`src/rtl/acq_sequencer_pkg.sv`:
```
// Shared definitions for the acquisition sequencer: state encoding,
// engage window length and default port widths.
package acq_sequencer_pkg;

  typedef enum logic [2:0] {
    IDLE     = 3'd0,
    ARM      = 3'd1,
    ENGAGE   = 3'd2,
    RUN      = 3'd3,
    GAP      = 3'd4,
    ABORTING = 3'd5,
    FINISH   = 3'd6
  } state_t;

  // Cycles to wait in ENGAGE for the controller to report activity.
  localparam int ENGAGE_LIMIT = 4;

  localparam int TMO_W_DEFAULT     = 16;
  localparam int CNT_W_DEFAULT     = 8;
  localparam int ABORT_LEN_DEFAULT = 2;

endpackage

```
`src/rtl/acq_seq_timeout.sv`:
```
// Loadable down-counter clocked by an external tick strobe; flags expiry when
// a tick arrives while the count is 1. Saturates at zero.
module acq_seq_timeout #(
  parameter int W = 16
) (
  input  logic         clk,
  input  logic         rst_n,
  input  logic         load,
  input  logic [W-1:0] reload,
  input  logic         enable,
  input  logic         tick,
  output logic         expire
);

  logic [W-1:0] count;

  assign expire = enable && tick && (count == W'(1));

  always_ff @(posedge clk or negedge rst_n) begin
    if (!rst_n) begin
      count <= '0;
    end else if (load) begin
      count <= reload;
    end else if (enable && tick && (count != '0)) begin
      count <= count - W'(1);
    end
  end

endmodule

```
`src/rtl/acq_sequencer.sv`:
```
// Runs a programmed number of back-to-back captures on the acquisition
// controller, with per-capture timeout, host cancel and RAM-full termination.
module acq_sequencer
  import acq_sequencer_pkg::*;
#(
  parameter int TMO_W     = TMO_W_DEFAULT,
  parameter int CNT_W     = CNT_W_DEFAULT,
  parameter int ABORT_LEN = ABORT_LEN_DEFAULT
) (
  input  logic             CLK_MASTER,
  input  logic             RESETn,
  input  logic             TICK_250US,
  input  logic             SEQ_GO,
  input  logic             SEQ_CANCEL,
  input  logic [CNT_W-1:0] SEQ_COUNT,
  input  logic [TMO_W-1:0] SEQ_TIMEOUT,
  input  logic             ACQ_WAITING,
  input  logic             ACQ_ACQUIRING,
  input  logic             SR_R_FULL,
  output logic             ACQ_START,
  output logic             ACQ_ABORT,
  output logic             SEQ_BUSY,
  output logic             SEQ_DONE,
  output logic             SEQ_TIMEDOUT,
  output logic             SEQ_MEMFULL,
  output logic [CNT_W-1:0] SEQ_NDONE
);

  localparam logic [2:0] ENGAGE_LAST = 3'(ENGAGE_LIMIT - 1);
  localparam logic [7:0] ABORT_LAST  = 8'(ABORT_LEN - 1);

  state_t           state;
  logic             go_prev;
  logic [CNT_W-1:0] remain;
  logic [TMO_W-1:0] tmo_reload;
  logic [2:0]       eng_cnt;
  logic [7:0]       abort_cnt;
  logic             mem_seen;

  logic go_edge, status, mem_hit, capture_end;
  logic tmo_load, tmo_en, tmo_expire;

  assign go_edge  = SEQ_GO && !go_prev;
  assign status   = ACQ_WAITING || ACQ_ACQUIRING;
  assign mem_hit  = mem_seen || SR_R_FULL;
  assign tmo_load = (state == ARM);
  assign tmo_en   = ((state == ENGAGE) || (state == RUN)) && (tmo_reload != '0);

  // A controller that never reports activity is treated as a finished capture.
  assign capture_end = !status &&
                       ((state == RUN) || ((state == ENGAGE) && (eng_cnt == ENGAGE_LAST)));

  acq_seq_timeout #(.W(TMO_W)) u_timeout (
    .clk    (CLK_MASTER),
    .rst_n  (RESETn),
    .load   (tmo_load),
    .reload (tmo_reload),
    .enable (tmo_en),
    .tick   (TICK_250US),
    .expire (tmo_expire)
  );

  always_ff @(posedge CLK_MASTER or negedge RESETn) begin
    if (!RESETn) begin
      state        <= IDLE;
      go_prev      <= 1'b0;
      remain       <= '0;
      tmo_reload   <= '0;
      eng_cnt      <= '0;
      abort_cnt    <= '0;
      mem_seen     <= 1'b0;
      ACQ_START    <= 1'b0;
      ACQ_ABORT    <= 1'b0;
      SEQ_BUSY     <= 1'b0;
      SEQ_DONE     <= 1'b0;
      SEQ_TIMEDOUT <= 1'b0;
      SEQ_MEMFULL  <= 1'b0;
      SEQ_NDONE    <= '0;
    end else begin
      go_prev   <= SEQ_GO;
      ACQ_START <= 1'b0;
      SEQ_DONE  <= 1'b0;
      case (state)
        IDLE: begin
          if (go_edge && !SEQ_CANCEL) begin
            remain       <= SEQ_COUNT;
            tmo_reload   <= SEQ_TIMEOUT;
            SEQ_NDONE    <= '0;
            SEQ_TIMEDOUT <= 1'b0;
            SEQ_MEMFULL  <= 1'b0;
            SEQ_BUSY     <= 1'b1;
            if (SEQ_COUNT == '0) begin
              state    <= FINISH;
              SEQ_DONE <= 1'b1;
            end else begin
              state     <= ARM;
              ACQ_START <= 1'b1;
            end
          end
        end
        ARM: begin
          eng_cnt  <= '0;
          mem_seen <= SR_R_FULL;
          if (SEQ_CANCEL) begin
            state     <= ABORTING;
            ACQ_ABORT <= 1'b1;
            abort_cnt <= '0;
          end else begin
            state <= ENGAGE;
          end
        end
        ENGAGE, RUN: begin
          mem_seen <= mem_hit;
          if (state == ENGAGE) eng_cnt <= eng_cnt + 3'd1;
          // Priority: cancel, then timeout, then capture completion.
          if (SEQ_CANCEL) begin
            state     <= ABORTING;
            ACQ_ABORT <= 1'b1;
            abort_cnt <= '0;
          end else if (tmo_expire) begin
            SEQ_TIMEDOUT <= 1'b1;
            state        <= ABORTING;
            ACQ_ABORT    <= 1'b1;
            abort_cnt    <= '0;
          end else if ((state == ENGAGE) && status) begin
            state <= RUN;
          end else if (capture_end) begin
            SEQ_NDONE <= SEQ_NDONE + CNT_W'(1);
            remain    <= remain - CNT_W'(1);
            if (mem_hit) begin
              SEQ_MEMFULL <= 1'b1;
              state       <= FINISH;
              SEQ_DONE    <= 1'b1;
            end else if (remain == CNT_W'(1)) begin
              state    <= FINISH;
              SEQ_DONE <= 1'b1;
            end else begin
              state <= GAP;
            end
          end
        end
        GAP: begin
          if (SEQ_CANCEL) begin
            state     <= ABORTING;
            ACQ_ABORT <= 1'b1;
            abort_cnt <= '0;
          end else begin
            state     <= ARM;
            ACQ_START <= 1'b1;
          end
        end
        ABORTING: begin
          if (abort_cnt == ABORT_LAST) begin
            ACQ_ABORT <= 1'b0;
            state     <= FINISH;
            SEQ_DONE  <= 1'b1;
          end else begin
            abort_cnt <= abort_cnt + 8'd1;
          end
        end
        FINISH: begin
          state    <= IDLE;
          SEQ_BUSY <= 1'b0;
        end
        default: state <= IDLE;
      endcase
    end
  end

endmodule

```
`config.mk`:
```
export PLATFORM = sky130hd
export DESIGN_NAME = acq_sequencer
export DESIGN_NICKNAME = d
export VERILOG_FILES = /design/src/rtl/acq_sequencer_pkg.sv /design/src/rtl/acq_seq_timeout.sv /design/src/rtl/acq_sequencer.sv
export SDC_FILE = /design/constraint.sdc
export NUM_CORES = 1
export LEC_CHECK = 0
export CORE_MARGIN = 5
export CORE_UTILIZATION = 51
export CTS_BUF_LIST = sky130_fd_sc_hd__clkbuf_8
export DETAILED_ROUTE_END_ITERATION = 6
export PLACE_DENSITY = 0.74
export SLEW_MARGIN = 20
export SYNTH_ARGS = -nofsm -noshare
export SYNTH_HDL_FRONTEND = slang
export SYNTH_SLANG_ARGS = --single-unit
```
`constraint.sdc`:
```
create_clock -name CLK_MASTER -period 2.4 [get_ports CLK_MASTER]
set_input_delay 0.48 -clock CLK_MASTER [delete_from_list [all_inputs] [get_ports CLK_MASTER]]
set_output_delay 0.48 -clock CLK_MASTER [all_outputs]
set_load 0.05 [all_outputs]
```
Word level (Yosys, flattened, before mapping)
Index checks and enable logic that the tools add are counted.

operators by class
  add/sub/neg operators = 5
  equality and inequality tests = 23
  multiplexer cells = 64
  reduce and logical (&&, ||, !) cells = 36

operator list
  cell                     count
  $mux W8                  14
  $mux W16                 2
  $pmux W8 S2              2
  $reduce_bool A16 Y1      2
  $mux W3                  10
  $mux W1                  24
  $pmux W8 S3              1
  $ne A2 B2 Y1 const B     10
  $add A8 B1 Y8 const B    2
  $eq A16 B1 Y1 const B    1
  $eq A8 B1 Y1 const B     2
  $sub A16 B1 Y16 const B  1
  $pmux W3 S5              1
  $reduce_and A4 Y1        3
  $pmux W1 S2              5
  $eq A3 B2 Y1 const B     3
  $eq A3 B3 Y1 const B     3
  $logic_and A1 B1 Y1      9
  $logic_not A8 Y1         1
  $reduce_bool A2 Y1       4
  $sub A8 B1 Y8 const B    1
  $reduce_and A7 Y1        1
  $pmux W1 S3              2
  $pmux W3 S2              1
  other kinds (14)         23

word-level totals
  register bits after elaboration = 70
  input port bits = 32
  output and inout bits = 14
  logic and storage cells = 143

Longest topological paths before layout
Gate-level depths: netlist of run 1.

  depth after elaboration = 9
  mapped depth = 9
  mapped depth without buffers = 8

Cells and area by module
Synthesis of run 1 repeated with hierarchy kept, for this count alone.

second synthesis, totals
  cells, all modules = 459
  area total of the unflattened synthesis = 4028.9 um^2

modules (own cells, without submodules)
  module           times used  cells an instance  area an instance (um^2)  sequential area each (um^2)
  acq_sequencer    1           326                2944.1                   1351.3
  acq_seq_timeout  1           133                1084.8                   400.4

Least setup slack after synthesis of run 1
No wires, ideal clock.

  path type = input to register
  start = input ACQ_ACQUIRING
  end = register SEQ_NDONE[5]
  library setup time = 0.078 ns
  data arrival time = 2.045 ns
  data required time = 2.322 ns
  path slack = 0.277 ns
  stages on the path = 7
  path through = or2_2 -> clkbuf_1 -> o32ai_1 -> and2_2 -> nand2_2 -> or4_1 -> a21oi_1

between the ends
  cells in the longest elaborated chain, start to end = 5

ends and longest elaborated chain
  item                                  line                  RTL
  from (decl)                           acq_sequencer.sv:18   input logic ACQ_ACQUIRING,
  $logic_or A1 B1 Y1 *                  acq_sequencer.sv:44   assign status = ACQ_WAITING || ACQ_ACQUIRING;
  $logic_not A1 Y1                      acq_sequencer.sv:50   assign capture_end = !status &&
  $logic_and A1 B1 Y1                   acq_sequencer.sv:50
  $ne A2 B2 Y1 (no source line)         -
  $reduce_and A6 Y1 (no source line) *  -
  to (signal assigned)                  acq_sequencer.sv:128  SEQ_NDONE <= SEQ_NDONE + CNT_W'(1);
  to (decl)                             acq_sequencer.sv:26   output logic [CNT_W-1:0] SEQ_NDONE

Every way passes the cells marked *; elsewhere a longest branch is shown, timed or not.
A chain may end at the register's enable or synchronous reset.

Final worst setup path of run 1
  start = input SEQ_CANCEL
  end = register remain[5]

between the ends
  cells in the longest elaborated chain, start to end = 4

ends and longest elaborated chain
  item                                  line                  RTL
  from (decl)                           acq_sequencer.sv:14   input logic SEQ_CANCEL,
  $logic_not A1 Y1                      acq_sequencer.sv:85   if (go_edge && !SEQ_CANCEL) begin
  $logic_and A1 B1 Y1                   acq_sequencer.sv:85
  $ne A2 B2 Y1 (no source line)         -
  $reduce_and A6 Y1 (no source line) *  -
  to (signal assigned)                  acq_sequencer.sv:129  remain <= remain - CNT_W'(1);
  to (decl)                             acq_sequencer.sv:34   logic [CNT_W-1:0] remain;

Marked as above.

==> results of run 1 <==
==> sequential cells by signal, indices dropped and copies added (netlist names), 3 cells and up <==
register and cells:
remain 8, abort_cnt 8, SEQ_NDONE 8, eng_cnt 3, tmo_reload 16, state 3
u_timeout.count 16
==> how the worst min path moves through the flow <==
| stage | startpoint | to | slack (ns) |
|---|---|---|---|
| 6_report | RESETn | eng_cnt[0]$_DFFE_PN0P_ | -0.009 |
| 5_1_grt | RESETn | eng_cnt[0]$_DFFE_PN0P_ | 0.008 |
| 4_1_cts | RESETn | eng_cnt[0]$_DFFE_PN0P_ | 0.0008 |
| 3_5_place_dp | RESETn | eng_cnt[0]$_DFFE_PN0P_ | 0.38 |
| 3_3_place_gp | RESETn | eng_cnt[0]$_DFFE_PN0P_ | 0.37 |
| 2_1_floorplan | RESETn | ACQ_ABORT$_DFFE_PN0P_ | 0.18 |
==> worst max-delay path, cell delays in order <==
cell             delay [ns]
clkdlybuf4s50_1        0.41
or4b_1                 0.52
o32ai_1                0.13
and2_2                 0.21
buf_4                  0.11
and2_1                 0.15
nand2_1                0.13
o311ai_0               0.36
==> power by group through the flow <==
stage / Combinational [mW] / Sequential [mW] / Clock (mW)
2_1_floorplan: 1.45 / 2.00 / 0
3_3_place_gp: 2.10 / 1.97 / 0
3_5_place_dp: 2.16 / 1.99 / 0
4_1_cts: 2.19 / 1.97 / 1.19
5_1_grt: 2.46 / 2.04 / 1.25
6_report: 2.19 / 1.98 / 1.19
==> layer usage <==
metal,up-vias,wire (µm),track usage (%)
met1,1732,4730,31.8
met4,0,133,8.10
li1,1684,-,-
met2,118,4500,33.2
met5,-,0,0
met3,11,561,4.39
==> layout by cell type, fill, tap and decap left out, types with 9 or more instances in the layout <==
| cell | count |
|---|---|
| dfrtp_1 | 70 |
| ha_1 | 10 |
| nor4_1 | 10 |
| nand2_1 | 84 |
| o211ai_1 | 9 |
| or3_1 | 12 |
| and2_1 | 9 |
| o21ai_0 | 21 |
| nand3_1 | 17 |
| clkdlybuf4s50_1 | 44 |
| clkbuf_8 | 9 |
| buf_4 | 24 |
| a21oi_1 | 22 |
| inv_1 | 14 |
| nor2_1 | 42 |
==> stage by stage <==
step	cells	util [%]	cell area, µm²
2_1_floorplan	435	-	3860
3_5_place_dp	587	62.6	4560
5_1_grt	603	65.9	4810
6_report	603	65.9	4810
3_3_place_gp	587	62.6	4560
4_1_cts	603	65.9	4810
==> kinds of logic after synthesis <==
group,count (synthesis),synth area share [%]
compound gates,92,16.4
xor+xnor,11,2.50
fa+ha+maj,10,3.24
buf+inv,32,3.57
flops,70,45.4
mux,5,1.36
simple gates,215,27.5
==> final cells by class <==
type	count	area, µm²	share of cell area, %
clock buffer	9	124	2.58
multi-input combinational	333	1970	40.9
tap	99	124	2.58
clock inverter	7	121	2.52
sequential	70	1750	36.4
inverter	14	52.6	1.09
timing repair buffer	71	666	13.8
==> flow_summary.yaml, run 1 <==
power_and_ir_drop:
  vdd_drop_max_mv: 0.479
  p_int_mw: 3.17
  p_sw_share_pct: 40.9
  combPwrFrac_pct: 40.9
  power_frac_seq_pct: 37.0
  leakagePower_nw: 2.10
  p_switching_mw: 2.19
  powerDensity_nw_per_um2: 1120
  clock_power_share_pct: 22.1
  p_total_mw: 5.37
placement:
  gp_congestion: 0.946
  dpl.hpwl_mm: 7.22
  dpl_worst_slack_ns: -0.221
  port_buffers: 45
critical_path:
  r2r_start: "u_timeout.count[6]$_DFFE_PN0P_"
  cp-end-kind: "flip-flop"
  cp-start-kind: "input port"
  crit_type: "input port to flip-flop"
  arrival_ns: 2.51
  endpoint: "remain[5]$_DFFE_PN0P_"
  reg2regPathDepth: 6
  cp-startpoint: "SEQ_CANCEL"
  r2r_end: "SEQ_DONE$_DFF_PN0_"
  reg2reg_slack_ns: 0.15
  cp.required_ns: 2.63
  path_max_fanout: 4
grt:
  grt_pass1_vias: 3593
  grt_max_degree: 30
  grt_use_total_pct: 22.2
  grt_overflow: 0
  grt_pass1_wl_mm: 17.3
  antenna_found_initial: 0
clocking:
  clockRootBuffer: "clkbuf_8"
  numCtsBuffers: 9
  worstSkewPairLatency_ns: 0.35
  cts_setup_buffers: 0
  cts-resized-gates: 0
  clock-sinks: 70
  cts_tree: "built"
  postCtsHoldBufs: 0
  path_clk_slew_ns: 0.09
  clock_path_buffers: 2
  h-tree-depth: 3
synthesis:
  yosysTopAreaCell: "dfrtp_1"
  synth_edf_count: 0
  synth_top_area_share_pct: 45.4
  yosys-top-cells-area: "dfrtp_1 45%, nand2_1 8.2%, nor2_1 4.1%, ha_1 3.2%, a21oi_1 2.9%"
  synthFlopType: "dfrtp_1"
  netlist_instances: 435
  yosysWarnings: 0
  synth_area_um2: 3860
  synth_commonest_cells: "84 x nand2_1, 70 x dfrtp_1, 42 x nor2_1, 22 x a21oi_1, 21 x o21ai_0"
  syn_nets: 477
  ys_types: 56
  synth-seq-cells: 70
  synth-async-reset-ratio_pct: 100
  synth_most_common_cell: "nand2_1"
  ys_seq_area_share_pct: 45.4
  synth.avg_cell_area_um2: 8.87
status:
  violations: "negative hold slack"
  status: "finished with violations"
sta:
  setup_violations: 0
  fin_crit_ns: 2.27
  setup_ws_ns: 0.126
  worst_slew_pin_slew_ns: 0.593
  slew_viol_final: 0
  period_share_pct: 94.8
  relSlewSlack_pct: 60.1
  finalHoldViolCount: 6
  finClkSkew_ns: 0.0119
  hold_ws_ns: -0.00901
  rsz0062_at_grt: "false"
  timing.fmax_mhz: 440
  finalSetupTns_ns: 0
route:
  drt_iter0_markers: 254
  post_drt_wl_per_cell_um: 16.5
  ant_nets: 0
  vias: 3545
  drc: 0
  finalWirelength_mm: 9.92
  viasPerCell: 5.88
  dr.pass1.iters: 5
finish:
  num-fill-cells: 637
  antenna_cells: 0
  layout.nets: 541
  drive_gt1_share_pct: 11.9
  syn_to_final_growth_pct: 24.6
floorplanning:
  num_rows: 31
  ios: 46
  core_area_um2: 7290
  die-height_um: 97.0
  die_w_um: 97.0
  start_util_pct: 52.9
  dieArea_um2: 9400
hold_path:
  worstHoldPathType: "input port to async pin"
job:
  cap_violations: 0
Note: power is estimated with default switching activity, not from simulation.
==> inputs of run 2 (changes only) <==
--- a/config.mk
+++ b/config.mk
@@ -5,7 +5,7 @@
 export SDC_FILE = /design/constraint.sdc
 export NUM_CORES = 1
 export LEC_CHECK = 0
-export CORE_MARGIN = 5
+export CORE_MARGIN = 1.5
 export CORE_UTILIZATION = 51
 export CTS_BUF_LIST = sky130_fd_sc_hd__clkbuf_8
 export DETAILED_ROUTE_END_ITERATION = 6
==> flow_summary.yaml, run 2 (same netlist as run 1, synthesis figures left out) <==
status:
  status: "complete, no violations"
grt:
  grt_use_total_pct: 25.0
  grt_pass1_wl_mm: 16.2
  antenna_found_initial: 0
  grt_max_degree: 71
  grt_pass1_vias: 3335
  grt_overflow: 0
sta:
  slew_viol_final: 0
  setup_violations: 0
  finClkSkew_ns: 0.0105
  fin_crit_ns: 2.28
  finalHoldViolCount: 0
  worst_slew_pin_slew_ns: 0.559
  timing.fmax_mhz: 439
  period_share_pct: 94.9
  rsz0062_at_grt: "false"
  relSlewSlack_pct: 62.3
placement:
  dp_cells: 585
  gp_congestion: 0.890
  dpl.hpwl_mm: 6.85
  place_area_um2: 4550
  port_buffers: 45
finish:
  drive_gt1_share_pct: 11.6
  reg.largest.list: "tmo_reload x16, u_timeout.count x16"
  syn_to_final_growth_pct: 23.6
  layout.nets: 539
  final_cell_mix: "84 x nand2_1, 70 x dfrtp_1, 44 x clkdlybuf4s50_1"
  mostFrequentLayoutCell: "nand2_1"
  final_util_pct: 65.4
  stdcell_area_um2: 4770
  antenna_cells: 0
  finalNonFillerCells: 601
critical_path:
  arrival_ns: 2.55
  reg2regPathDepth: 8
  cp-startpoint: "SEQ_CANCEL"
  cp-start-kind: "input port"
  cp-end-kind: "flip-flop"
  crit_type: "input port to flip-flop"
  r2r_end: "SEQ_NDONE[4]$_DFFE_PN0P_"
  cp.required_ns: 2.67
  reg2reg_slack_ns: 0.15
  path_max_fanout: 6
  r2r_start: "u_timeout.count[6]$_DFFE_PN0P_"
floorplanning:
  ios: 46
  die_w_um: 90.0
  die-height_um: 90.0
  core_area_um2: 7290
  start_util_pct: 52.9
  dieArea_um2: 8090
  num_rows: 31
route:
  post_drt_wl_per_cell_um: 15.9
  ant_nets: 0
  viasPerCell: 5.83
  vias: 3503
  drt_iter0_markers: 208
  dr.pass1.iters: 4
  finalWirelength_mm: 9.58
  drc: 0
power_and_ir_drop:
  leakagePower_nw: 2.08
  combPwrFrac_pct: 41.6
  clock_power_share_pct: 20.5
  p_switching_mw: 2.17
  p_int_mw: 3.05
  powerDensity_nw_per_um2: 1090
  p_sw_share_pct: 41.5
  power_frac_seq_pct: 38.0
  vdd_drop_max_mv: 0.468
clocking:
  clockRootBuffer: "clkbuf_8"
  cts_setup_buffers: 0
  h-tree-depth: 3
  cts-resized-gates: 0
  postCtsHoldBufs: 0
  clock_path_buffers: 2
  numCtsBuffers: 9
  cts_tree: "built"
  path_clk_slew_ns: 0.08
  worstSkewPairLatency_ns: 0.36
  clock-sinks: 70
job:
  cap_violations: 0
hold_path:
  worstHoldPathType: "input port to async pin"
[run 2: per-layer routing]
| metal | vias to the layer above | track usage, % | share of wire, % | routed length, µm |
|---|---|---|---|---|
| met4 | 0 | 8.33 | 1.5 | 140 |
| met1 | 1722 | 37.1 | 48 | 4620 |
| met5 | - | 0 | 0 | 0 |
| li1 | 1681 | - | - | - |
| met2 | 89 | 38.0 | 46 | 4370 |
| met3 | 11 | 3.13 | 4.7 | 455 |
[run 2: layout make-up]
type | instances | area, µm²
Clock buffer | 9 | 124
Clock inverter | 7 | 98.8
Fill cell | 637 | 2520
Inverter | 14 | 52.6
Multi-Input combinational cell | 333 | 1970
Sequential cell | 70 | 1750
Tap cell | 99 | 124
Timing Repair Buffer | 69 | 651
[run 2: how the worst max path moves through the flow]
stage / to / slack [ns] / depth (start not counted)
6_report: SEQ_NDONE[4]$_DFFE_PN0P_ / 0.12 / 8
2_1_floorplan: SEQ_NDONE[5]$_DFFE_PN0P_ / 0.28 / 7
3_5_place_dp: remain[5]$_DFFE_PN0P_ / -0.24 / 8
5_1_grt: remain[3]$_DFFE_PN0P_ / 0.03 / 8
4_1_cts: SEQ_NDONE[4]$_DFFE_PN0P_ / 0.13 / 8
3_3_place_gp: SEQ_NDONE[5]$_DFFE_PN0P_ / -0.19 / 7
[run 2: power by group through the flow]
| stage | Clock (mW) | Combinational (mW) | Sequential (mW) |
|---|---|---|---|
| floorplan | 0 | 1.45 | 2.00 |
| global placement | 0 | 2.10 | 1.97 |
| detailed placement | 0 | 2.15 | 1.99 |
| CTS | 1.09 | 2.17 | 1.97 |
| global route | 1.14 | 2.42 | 2.04 |
| finish | 1.07 | 2.17 | 1.98 |
[run 2: per-stage QoR]
step	hold WS (ns)	setup WS, ns	TNS [ns]	total power [mW]
2_1_floorplan	0.184	0.277	0	3.45
3_3_place_gp	0.456	-0.189	-1.71	4.07
3_5_place_dp	0.461	-0.240	-2.43	4.14
4_1_cts	0.152	0.126	0	5.23
5_1_grt	0.177	0.0336	0	5.60
6_report	0.121	0.123	0	5.22
[run 2: worst max-delay path, stage by stage]
cell	delay, ns
clkdlybuf4s50_1	0.43
or4b_1	0.53
o32ai_1	0.13
and2_2	0.21
nand2_2	0.11
buf_4	0.17
or3_1	0.34
a21oi_1	0.16
